**src/rtl/y_sig_reader.sv**
```systemverilog
`default_nettype none
// ============================================================================
// Module   : y_sig_reader
// Purpose  : Samples the y bus for N cycles into a 32-bit MISR and counts
//            transitions; returns the result over a valid/ready handshake.
// Revision : 1.0
// ============================================================================
module y_sig_reader #(
  parameter int          Y_W  = 10,
  parameter logic [31:0] SEED = 32'h0000_0000,
  parameter logic [31:0] POLY = 32'h04C1_1DB7
) (
  input  logic           clk,
  input  logic           rst_n,
  input  logic [Y_W-1:0] y,
  input  logic           start,
  input  logic [15:0]    num_cycles,
  output logic           busy,
  output logic [31:0]    sig,
  output logic [15:0]    changes,
  output logic           sig_valid,
  input  logic           sig_ready
);

  typedef enum logic [1:0] {
    IDLE    = 2'd0,
    CAPTURE = 2'd1,
    HOLD    = 2'd2
  } state_t;

  state_t          r_state;
  state_t          w_state_nxt;
  logic [31:0]     r_sig;
  logic [15:0]     r_changes;
  logic [Y_W-1:0]  r_prev_y;
  logic [15:0]     r_remaining;
  logic            r_busy;
  logic            r_sig_valid;
  logic [31:0]     w_y_ext;
  logic [31:0]     w_sig_nxt;

  assign w_y_ext   = 32'(y);
  assign w_sig_nxt = {r_sig[30:0], 1'b0} ^ (r_sig[31] ? POLY : 32'h0) ^ w_y_ext;

  always_comb begin
    w_state_nxt = r_state;
    case (r_state)
      IDLE: begin
        if (start) begin
          w_state_nxt = (num_cycles == 16'd0) ? HOLD : CAPTURE;
        end
      end
      CAPTURE: begin
        // remaining==1 means this edge consumes the final sample
        if (r_remaining == 16'd1) begin
          w_state_nxt = HOLD;
        end
      end
      HOLD: begin
        if (sig_ready) begin
          w_state_nxt = IDLE;
        end
      end
      default: w_state_nxt = IDLE;
    endcase
  end

  always_ff @(posedge clk) begin
    if (!rst_n) begin
      r_state     <= IDLE;
      r_sig       <= SEED;
      r_changes   <= 16'd0;
      r_prev_y    <= '0;
      r_remaining <= 16'd0;
      r_busy      <= 1'b0;
      r_sig_valid <= 1'b0;
    end else begin
      r_state     <= w_state_nxt;
      r_busy      <= (w_state_nxt != IDLE);
      r_sig_valid <= (w_state_nxt == HOLD);
      case (r_state)
        IDLE: begin
          if (start) begin
            r_sig       <= SEED;
            r_changes   <= 16'd0;
            r_prev_y    <= y;
            r_remaining <= num_cycles;
          end
        end
        CAPTURE: begin
          r_sig       <= w_sig_nxt;
          r_prev_y    <= y;
          r_remaining <= r_remaining - 16'd1;
          if ((y != r_prev_y) && (r_changes != 16'hFFFF)) begin
            r_changes <= r_changes + 16'd1;
          end
        end
        default: begin
        end
      endcase
    end
  end

  assign busy      = r_busy;
  assign sig       = r_sig;
  assign changes   = r_changes;
  assign sig_valid = r_sig_valid;

endmodule
`default_nettype wire

```
**config.mk**
```make
export PLATFORM = sky130hd
export DESIGN_NAME = y_sig_reader
export DESIGN_NICKNAME = d
export VERILOG_FILES = /design/src/rtl/y_sig_reader.sv
export SDC_FILE = /design/constraint.sdc
export NUM_CORES = 1
export LEC_CHECK = 0
export CAP_MARGIN = 40
export CORE_ASPECT_RATIO = 0.9
export CORE_MARGIN = 1.5
export CORE_UTILIZATION = 46
export CTS_BUF_LIST = sky130_fd_sc_hd__clkbuf_8
export CTS_CLUSTER_DIAMETER = 120
export DETAILED_ROUTE_END_ITERATION = 16
export PLACE_DENSITY_LB_ADDON = 0.12
export SYNTH_ARGS = -nofsm -noshare
export SYNTH_HDL_FRONTEND = slang
export SYNTH_SLANG_ARGS = --single-unit
```
**constraint.sdc**
```tcl
create_clock -name clk -period 2.3 [get_ports clk]
set_clock_uncertainty 0.1 [all_clocks]
set_input_delay 0.69 -clock clk [delete_from_list [all_inputs] [get_ports clk]]
set_output_delay 0.69 -clock clk [all_outputs]
set_load 0.05 [all_outputs]
```
== Word-level counts from Yosys, hierarchy flattened ==
Index checks and enable logic that the tools add are counted.
Cells by class
  mux-type cells: 15
  add/subtract/negate cells: 2
  reductions and logical operators: 7
  eq/ne operators: 8
  bitwise gates (word level): 2
Operator list (count)
  $pmux W16 S2: 2
  $pmux W32 S2: 1
  $mux W16: 3
  $mux W32: 1
  $xor A32 B10 Y32: 1
  $xor A32 B27 Y32: 1
  $mux W27: 1
  $pmux W10 S2: 1
  $add A16 B1 Y16 const B: 1
  $eq A16 B1 Y1 const B: 1
  $logic_not A16 Y1: 1
  $ne A16 B16 Y1 const B: 1
  $sub A16 B1 Y16 const B: 1
  $mux W10: 1
  $ne A10 B10 Y1: 1
  $mux W2: 4
  $pmux W2 S3: 1
  $eq A2 B2 Y1 const B: 2
  $ne A2 B2 Y1 const B: 2
  $reduce_bool A2 Y1: 2
  $reduce_and A3 Y1: 1
  $eq A2 B1 Y1 const B: 1
  $logic_not A2 Y1: 1
  $reduce_and A2 Y1: 1
  $logic_and A1 B1 Y1: 1
Word-level totals
  bits in registers: 78
  input port bits: 30
  output and inout port bits: 50

== Logic depth before layout (Yosys ltp) ==
  depth in word-level cells: 5
  gate-level depth with buffers: 9

== Least setup slack after synthesis ==
No wires, ideal clock.
  path kind: flip-flop to flip-flop
  from: reg r_changes[0], in the netlist changes[0]
  to: reg r_changes[13], in the netlist changes[13]
  path buffers: 1
  clock period less this slack: 2211 ps
  arrival time: 2040 ps
  data required time: 2129 ps
  cell stages (with the launch flop): 9
  setup slack: 89 ps
  cells stage by stage: dfxtp_1 -> ha_1 -> and4_4 -> and4_4 -> a21oi_4 -> nand2_4 -> buf_6 -> or3_1 -> a21oi_1
On the way
  longest elaborated chain between the ends: 4
  elaborated cells between the ends (all ways): 7
  classes of those cells: add/sub (1); eq/ne (2); mux (2); reduce/logical (2)
Ends and longest elaborated chain
  start, declared: line 34  | logic [15:0] r_changes;
  start signal, assigned: line 95  | r_changes <= r_changes + 16'd1;
  branches (longest 4 deep; another with $add A16 B1 Y16)
Parallel ways; which one is timed is not known. The select of a mux whose other input is x is not followed.
A chain may end at the register's enable or synchronous reset.

== Worst setup path after layout ==
  from: reg r_sig_valid, in the netlist sig_valid
  to: out sig_valid
RTL lines
  start, declared: line 38  | logic r_sig_valid;
  start signal, assigned: line 80  | r_sig_valid <= (w_state_nxt == HOLD);
  end, declared: line 21  | output logic sig_valid,
No word-level cell between the ends.

==> flow_metrics.tcl <==
set metrics [dict create \
    multi_input_area_mm2 0.00199 \
    ys_async_sr_fraction 0 \
    clk_path_buf_depth 2 \
    critPathRequiredTime_ns 1.51 \
    dieArea_mm2 0.00851 \
    die_width_um 97.1 \
    postRouteAntennaNets 0 \
    dpl_worst_slack_ns -0.431 \
    synth_nets 460 \
    max_freq_mhz 447 \
    gp_congestion 0.890 \
    vias_per_cell 5.60 \
    h-tree-depth 3 \
    antenna_found_initial 0 \
    rsz0062_at_grt "no" \
    cap_viol_max_count 0 \
    layout_setup_ws_ns 0.0639 \
    finalInstanceArea_mm2 0.00490 \
    grt.overflow.total 0 \
    area_growth_pct 33.7 \
    synth_commonest_cells "dfxtp_1, nor2_1, nand2_1, a22oi_1, a21oi_1" \
    synth_flop_cell "dfxtp_1" \
    crit_path_end_kind "primary output" \
    die_y_um 87.7 \
    wl_um 9350 \
    hp-class "flip-flop to flip-flop" \
    finalSetupViolations 0 \
    drive_gt1_frac 0.206 \
    start_util 0.481 \
    finalPower_mw 3.14 \
    yosysWarnings 0 \
    synth.largest_area_cell "dfxtp_1" \
    grt_pass1_wl_um 15000 \
    synth_area_mm2 0.00366 \
    cts_tree "done" \
    crit_chain "clkdlybuf4s50_1" \
    n_antenna_cell 0 \
    grt_pass1_vias 3188 \
    yosysMostFrequentCell "dfxtp_1" \
    crit_type "flip-flop to primary output" \
    relSlewSlack 0.659 \
    fin_crit_sh 0.972 \
    cts.clk_slew.worst_paths_ns 0.08 \
    synth_edf_count 0 \
    synth.distinct_cells 58 \
    crit_path_start_kind "flip-flop" \
    core_mm2 0.00762 \
    wl_per_cell_um 14.9 \
    port_buffers 79 \
    leakage_nw 2.03 \
    cp_slowest_cell "clkdlybuf4s50_1" \
    slew_viol_final 0 \
    synth-seq-cells 78 \
    vias 3507 \
    cts-root-buf "clkbuf_8" \
    grt_max_degree 56 \
    max_stage_delay_ns 0.79 \
    max_slew.worst_pin.slew_ns 0.511 \
    clk_latency_ns 0.35 \
    critPathMaxFanout 1 \
    outcome "complete, no violations" \
    fp-row-count 30 \
    hold_viol_final 0 \
    worst_hold_slack_ns 0.378 \
    fin_nets 558 \
    n_fill_cell 663 \
    grt_usage 0.217 \
    synth_area_leaders "dfxtp_1, a22oi_1, nor2_1" \
    syn_inst 427 \
    max-vdd-ir-drop_mv 0.384 \
    setup-tns-final_ns 0 \
    cts_made_buffers 9 \
    ios 80 \
    clock_sinks 78 \
    dp_hpwl_um 6420 \
    critPathArrivalTime_ns 1.45 \
    seq_area_mm2 0.00156 \
    post_dp_cell_area_mm2 0.00461 \
    crit_family "buffers and inverters" \
    avgSynthCellArea_um2 8.58 \
    ys_seq_area_frac 0.426 \
    drt_iter0_markers 115 \
    power_density_mw_per_mm2 641 \
    synth_top_area_share 0.426 \
    period_needed_ns 2.24 \
    r2r_slack_ns 0.14 \
    drcViolationCount 0 \
    path_buf_inv 1 \
    first_pass_iters 4 \
]
[registers in the layout, summed over array words and instances, names as in the netlist]
| name | flops |
|---|---|
| r_state | 2 |
| sig_valid | 1 |
| r_prev_y | 10 |
| sig | 32 |
| busy | 1 |
| r_remaining | 16 |
| changes | 16 |
[stage by stage]
step                      std cells  utilization
final                           626        0.643
after detailed placement        606        0.605
after global placement          606        0.605
after CTS                       624        0.638
after global routing            626        0.643
after floorplan                 427            -
[layout make-up]
type,instances,share of cell area
multi-input combinational,315,0.406
timing repair buffer,114,0.201
clock buffer,10,0.0281
tap,96,0.0245
clock inverter,6,0.0161
sequential,78,0.319
inverter,7,0.00537
[routing by layer]
layer	wire, um	vias to the layer above	GRT usage
met5	0	-	0
met4	55	0	0.0606
met3	523	6	0.0607
met2	4520	110	0.362
met1	4250	1656	0.280
li1	-	1735	-
[report_power, final]
group	switching (mW)	internal [mW]
registers	0.0540	1.41
logic	0.318	0.242
clock network	0.487	0.630
[layout by cell type, fill, tap and decap left out, drive strengths merged, types with 5 or more instances in the layout]
cell type	instances
nand2	46
o211ai	6
clkbuf	10
buf	75
or4	5
o21ai	16
a31oi	5
nor2	52
and3	7
nor3	5
clkdlybuf4s50	22
xor2	13
dfxtp	78
nor4	8
nand3	16
nand4	9
a21oi	28
inv	9
a22oi	34
xnor2	22
dlygate4sd2	13
or3	8
[logic make-up (layout without fill, tap and decap cells)]
| kind of cell | after synthesis | after routing | synth area share |
|---|---|---|---|
| and+or+nand+nor | 165 | 167 | 0.225 |
| AOI/OAI and AO/OA | 108 | 108 | 0.202 |
| DFF | 78 | 78 | 0.426 |
| buffers and inverters | 36 | 137 | 0.0468 |
| xor gates and xnor gates | 35 | 35 | 0.0837 |
| adders and majority gates | 3 | 3 | 0.0103 |
| muxes | 2 | 2 | 0.00581 |
[timing repair]
item / CTS / global route
setup endpoints to repair: 21 / 17
hold buffers: 0 / 0
gates resized for setup: 16 / 4
cloned: 2 / 0
buffers inserted: 0 / 2
pin swaps: 4 / 5
[path summary, 6_finish.rpt]
| path | from | end | cells past startpoint |
|---|---|---|---|
| max | sig_valid | sig_valid | 1 |
| min | r_prev_y[2] | r_prev_y[2] | 2 |
| max reg2reg | changes[0] | changes[10] | 8 |
| min reg2reg | r_prev_y[2] | r_prev_y[2] | 2 |
Power figures use the tool's default switching activity.
==> patch 1 (config.mk and constraints unchanged) <==
Re-encode `state_t` (3 states) as one-hot, 3 bits wide.
--- a/src/rtl/y_sig_reader.sv
+++ b/src/rtl/y_sig_reader.sv
@@ -22,10 +22,10 @@
   input  logic           sig_ready
 );
 
-  typedef enum logic [1:0] {
-    IDLE    = 2'd0,
-    CAPTURE = 2'd1,
-    HOLD    = 2'd2
+  typedef enum logic [2:0] {
+    IDLE    = 3'b001,
+    CAPTURE = 3'b010,
+    HOLD    = 3'b100
   } state_t;
 
   state_t          r_state;
Formal check against the unedited RTL: no difference found for any inputs over 10 cycles, from zero or initial values and one cycle with rst_n low; not proved beyond that.
==> patch 1 against the unedited design <==
Non-clock buffer count is 16 higher; fmax hardly changed; highest routed layer unchanged; synthesized area grew 1.1%; register-to-register slack lost 0.07 ns; sequential cell count grew 1; wire length is 4.6% higher; power down 6.6%; final area grew 2.5%; core utilization rose by 1.3 points; setup slack barely moved.
==> patch 1: results (changes against the unedited design) <==
stage,metric,value,unit,change
layout,fin nets,587,,+5.2%
cts,root buf cell,clkbuf_8,,
place,gp weighted congestion,0.805,,-9.5%
layout,FILL cells,668,,+0.75%
layout,fin cells,655,,+4.6%
place,setup slack at placement,-0.277,ns,+0.154 ns
worst_setup_path,crit path from,y[7],,
place,Buffers on Ports,79,,unchanged
layout,max reg flops,32,,unchanged
worst_setup_path,Critical Path AT,2.44,ns,+0.99 ns
grt,vias in the first global route,3482,,+9.2%
place,Placed Cells,639,,+5.4%
power,Max rail drop VDD,0.000375,V,-2.3%
worst_setup_path,r2r startpoint,r_remaining[7]$_SDFFE_PN0P_,,
detailed_routing,Initial DRC Count,119,,+3.5%
power,leak pwr,2.01,nW,-1.1%
worst_setup_path,Crit-path slowest cell,clkdlybuf4s50_1,,
detailed_routing,vias per cell,5.65,,+0.94%
detailed_routing,DR pass1 iterations,5,,+1
worst_setup_path,R2R setup slack,0.07,ns,-0.07 ns
grt,Total GRT Usage,0.232,,+0.0141
grt,largest net degree at the start of global routing,38,,-32%
cts,Post-CTS Resized,11,,-5
power,Pwr per Cell Area,584,nW/um^2,-8.9%
outcome,status,"complete, no violations",,
cts,CTS Buf Count,9,,unchanged
cts,post-CTS setup buffer count,0,,unchanged
worst_setup_path,R2R cell count,5,,-3
worst_setup_path,max incr delay on CP,0.58,ns,-0.21 ns
worst_hold_path,HP Start,r_prev_y[3]$_SDFFE_PN0P_,,
detailed_routing,routed len/inst,14.9,um,about the same
layout,layout cells sized above 1,0.215,,+0.00901
worst_setup_path,worst setup path end,changes[5]$_SDFFE_PN0P_,,
worst_setup_path,CP max FO,6,,+5
place,post-DP HPWL,6890,um,+7.3%
sta,Slew @ Worst Pin,0.491,ns,-0.0200 ns
layout,number of antenna diodes,0,,unchanged
grt,initial antenna violation count,0,,unchanged
worst_setup_path,reg-to-reg endpoint,r_remaining[15]$_SDFFE_PN0P_,,
synth,Async SR Flop Fraction,0,,unchanged
synth,Syn Nets,476,,+3.5%
grt,first-pass GRT wire length,16200,um,+8.1%
worst_hold_path,type of the worst min-delay path,reg2reg,,
worst_hold_path,hold path depth,2,,unchanged
worst_setup_path,CP top delay family,simple AND/OR/NAND/NOR gates,,
sta,WHS,0.370,ns,-0.00829 ns
synth,Avg Synthesized Cell Area,8.35,um^2,-2.6%
synth,library cells used by synthesis,46,,-21%
cts,CTS Buffer Depth,2,,unchanged
cts,worst skew pair latency,0.37,ns,+0.02 ns
worst_hold_path,WHS Endpoint,r_prev_y[3]$_SDFFE_PN0P_,,
sta,Final min period,2.24,ns,+0.000405 ns
synth,YS warnings,0,,unchanged
synth,Post-synth top cells,"dfxtp_1 (79), nor2_1 (62), nand2_1 (47)",,
synth,synth top area cells,"dfxtp_1 (43%), a22oi_1 (7.1%), nor2_1 (6.3%)",,
cts,htree depth,3,,unchanged
place,post-placement cell area,4830,um^2,+4.8%
synth,sequential element share of the synthesized area,0.427,,+0.000941
patch 1: cell type report:
type	instances	area share
sequential	79	0.316
timing repair buffer	130	0.220
clock inverter	6	0.0102
tap	96	0.0239
clock buffer	10	0.0274
multi-input combinational	328	0.398
inverter	6	0.00449
patch 1: kinds of logic after synthesis:
kind of cell    synth area share
xor+xnor                  0.0805
buf+inv                   0.0416
fa+ha+maj                 0.0101
flops                      0.427
simple gates               0.227
compound gates             0.202
mux                       0.0112
patch 1: where the power goes:
group | total (mW) | switching [mW] | internal (mW)
registers | 1.45 | 0.0402 | 1.41
logic | 0.482 | 0.257 | 0.225
clock network | 0.998 | 0.559 | 0.439
patch 1: per-layer routing:
layer / track usage / wire, um / part of all wire / vias to the layer above
met5: 0 / 0 / 0 / -
li1: - / - / - / 1825
met3: 0.0678 / 553 / 0.057 / 15
met1: 0.298 / 4540 / 0.46 / 1745
met4: 0.0727 / 132 / 0.013 / 0
met2: 0.380 / 4550 / 0.47 / 119
==> patch 2 (config.mk and constraints unchanged) <==
Without the edit above. Set the parameter `Y_W` to 20 (it was 10).
--- a/src/rtl/y_sig_reader.sv
+++ b/src/rtl/y_sig_reader.sv
@@ -6,7 +6,7 @@
 // Revision : 1.0
 // ============================================================================
 module y_sig_reader #(
-  parameter int          Y_W  = 10,
+  parameter int          Y_W  = 20,
   parameter logic [31:0] SEED = 32'h0000_0000,
   parameter logic [31:0] POLY = 32'h04C1_1DB7
 ) (
Interface: changed (resized y); port bits go from 80 to 90. No check against the original RTL was run, so the function may have changed too.
==> patch 2 against the unedited design <==
The run now ends with negative setup slack left; fmax shrank 10%; via count increased by 20%; synthesized area rose by 15%; combinational power grew 38%; power up 11%; setup slack worse by 0.25 ns; sequential cell count increased by 10; final area is 17% higher; wire length rose by 24%; highest routed layer unchanged.
==> patch 2: results (changes against the unedited design) <==
stage,metric,value,unit,change
outcome,status,"finished, violations left",,
outcome,failing checks,negative setup slack,,
synth,synthesized-area fraction occupied by adder cells,0.00892,,-0.00133
synth,synth top area cells,"dfxtp_1 (42%), xnor2_1 (8.3%), nand2_1 (6.8%)",,
detailed_routing,total routed wirelength,11600,um,+24%
layout,multi-input combinational area share,0.416,,+0.0102
place,post-placement cell area,5450,um^2,+18%
detailed_routing,vias per cell,5.52,,-1.5%
place,setup slack at placement,-0.404,ns,+0.0269 ns
sta,Slew @ Worst Pin,0.564,ns,+0.0535 ns
worst_setup_path,CP max FO,4,,+3
power,Sequential Power Share,0.479,,+0.013
synth,Syn Nets,563,,+22%
power,leak pwr,2.36,nW,+16%
place,gp weighted congestion,0.872,,-2.0%
grt,largest net degree at the start of global routing,55,,-1.8%
layout,Seq area share,0.308,,-0.0114
grt,first-pass GRT wire length,19000,um,+27%
synth,Post-synth top cells,"dfxtp_1 (88), nand2_1 (76), nor2_1 (62)",,
place,Placed Cells,743,,+23%
worst_setup_path,Crit-path slowest cell,or4_4,,
cts,Sink Count,88,,+13%
power,cell internal pwr,2.38,mW,+4.5%
layout,Inverters,6,,-1
power,Gate power share,0.222,,+0.044
worst_setup_path,Critical Path AT,2.64,ns,+1.19 ns
grt,Total GRT Usage,0.238,,+0.0209
layout,clk cell area share,0.0330,,-0.0112
synth,xor/xnor cell area share of the yosys netlist,0.110,,+0.0265
layout,layout cells sized above 1,0.204,,-0.00161
layout,FILL cells,797,,+20%
worst_setup_path,max incr delay on CP,0.55,ns,-0.24 ns
sta,fin worst setup slack,-0.185,ns,-0.248 ns
grt,GR Util met2,0.389,,+0.0268
grt,grt met3 use,0.0548,,-0.00587
detailed_routing,Initial DRC Count,198,,+72%
detailed_routing,M1 wire length,5410,um,+27%
detailed_routing,via count,4201,,+20%
place,Buffers on Ports,89,,+13%
power,P_comb,773,uW,+38%
place,post-DP HPWL,7970,um,+24%
cts,worst skew pair latency,0.37,ns,+0.02 ns
synth,sequential element share of the synthesized area,0.418,,-0.00795
layout,bufs w/o clock,138,,+21%
grt,vias in the first global route,3904,,+22%
layout,Signal buf overhead,0.213,,+0.0124
synth,multiplexer area fraction after synthesis,0.00743,,+0.00162
synth,Synth Area in Compound Gates,0.198,,-0.00395
sta,"Setup violations, final",6,,+6
detailed_routing,met2 wire len,5390,um,+19%
grt,GR Layer Usage met1,0.318,,+0.0374
power,Max rail drop VDD,0.000304,V,-21%
sta,setup TNS,-0.628,ns,-0.628 ns
==> patch 2: cell types whose count changed after synthesis, sizes merged, moves of 6 or more <==
cell,delta
buf,-7
clkbuf,+10
nor2,+10
dfxtp,+10
o211ai,-6
xnor2,+18
or3,-8
nand2,+32
a21oi,+17
==> patch 2: timing repair <==
item	in CTS	in global routing
setup buffers	2	0
cloned	0	0
gates resized for setup	13	20
pin swaps	0	5
endpoints found under the setup margin	16	20
==> patch 2: path summary, 6_finish.rpt <==
kind | start | end | slack [ns] | cells past startpoint
worst max-delay path | r_remaining[5]$_SDFFE_PN0P_ | busy$_SDFF_PN0_ | -0.18 | 6
worst min-delay path | r_prev_y[9]$_SDFFE_PN0P_ | r_prev_y[9]$_SDFFE_PN0P_ | 0.37 | 2
worst max register to register | r_remaining[5]$_SDFFE_PN0P_ | busy$_SDFF_PN0_ | -0.18 | 6
worst min register to register | r_prev_y[9]$_SDFFE_PN0P_ | r_prev_y[9]$_SDFFE_PN0P_ | 0.37 | 2
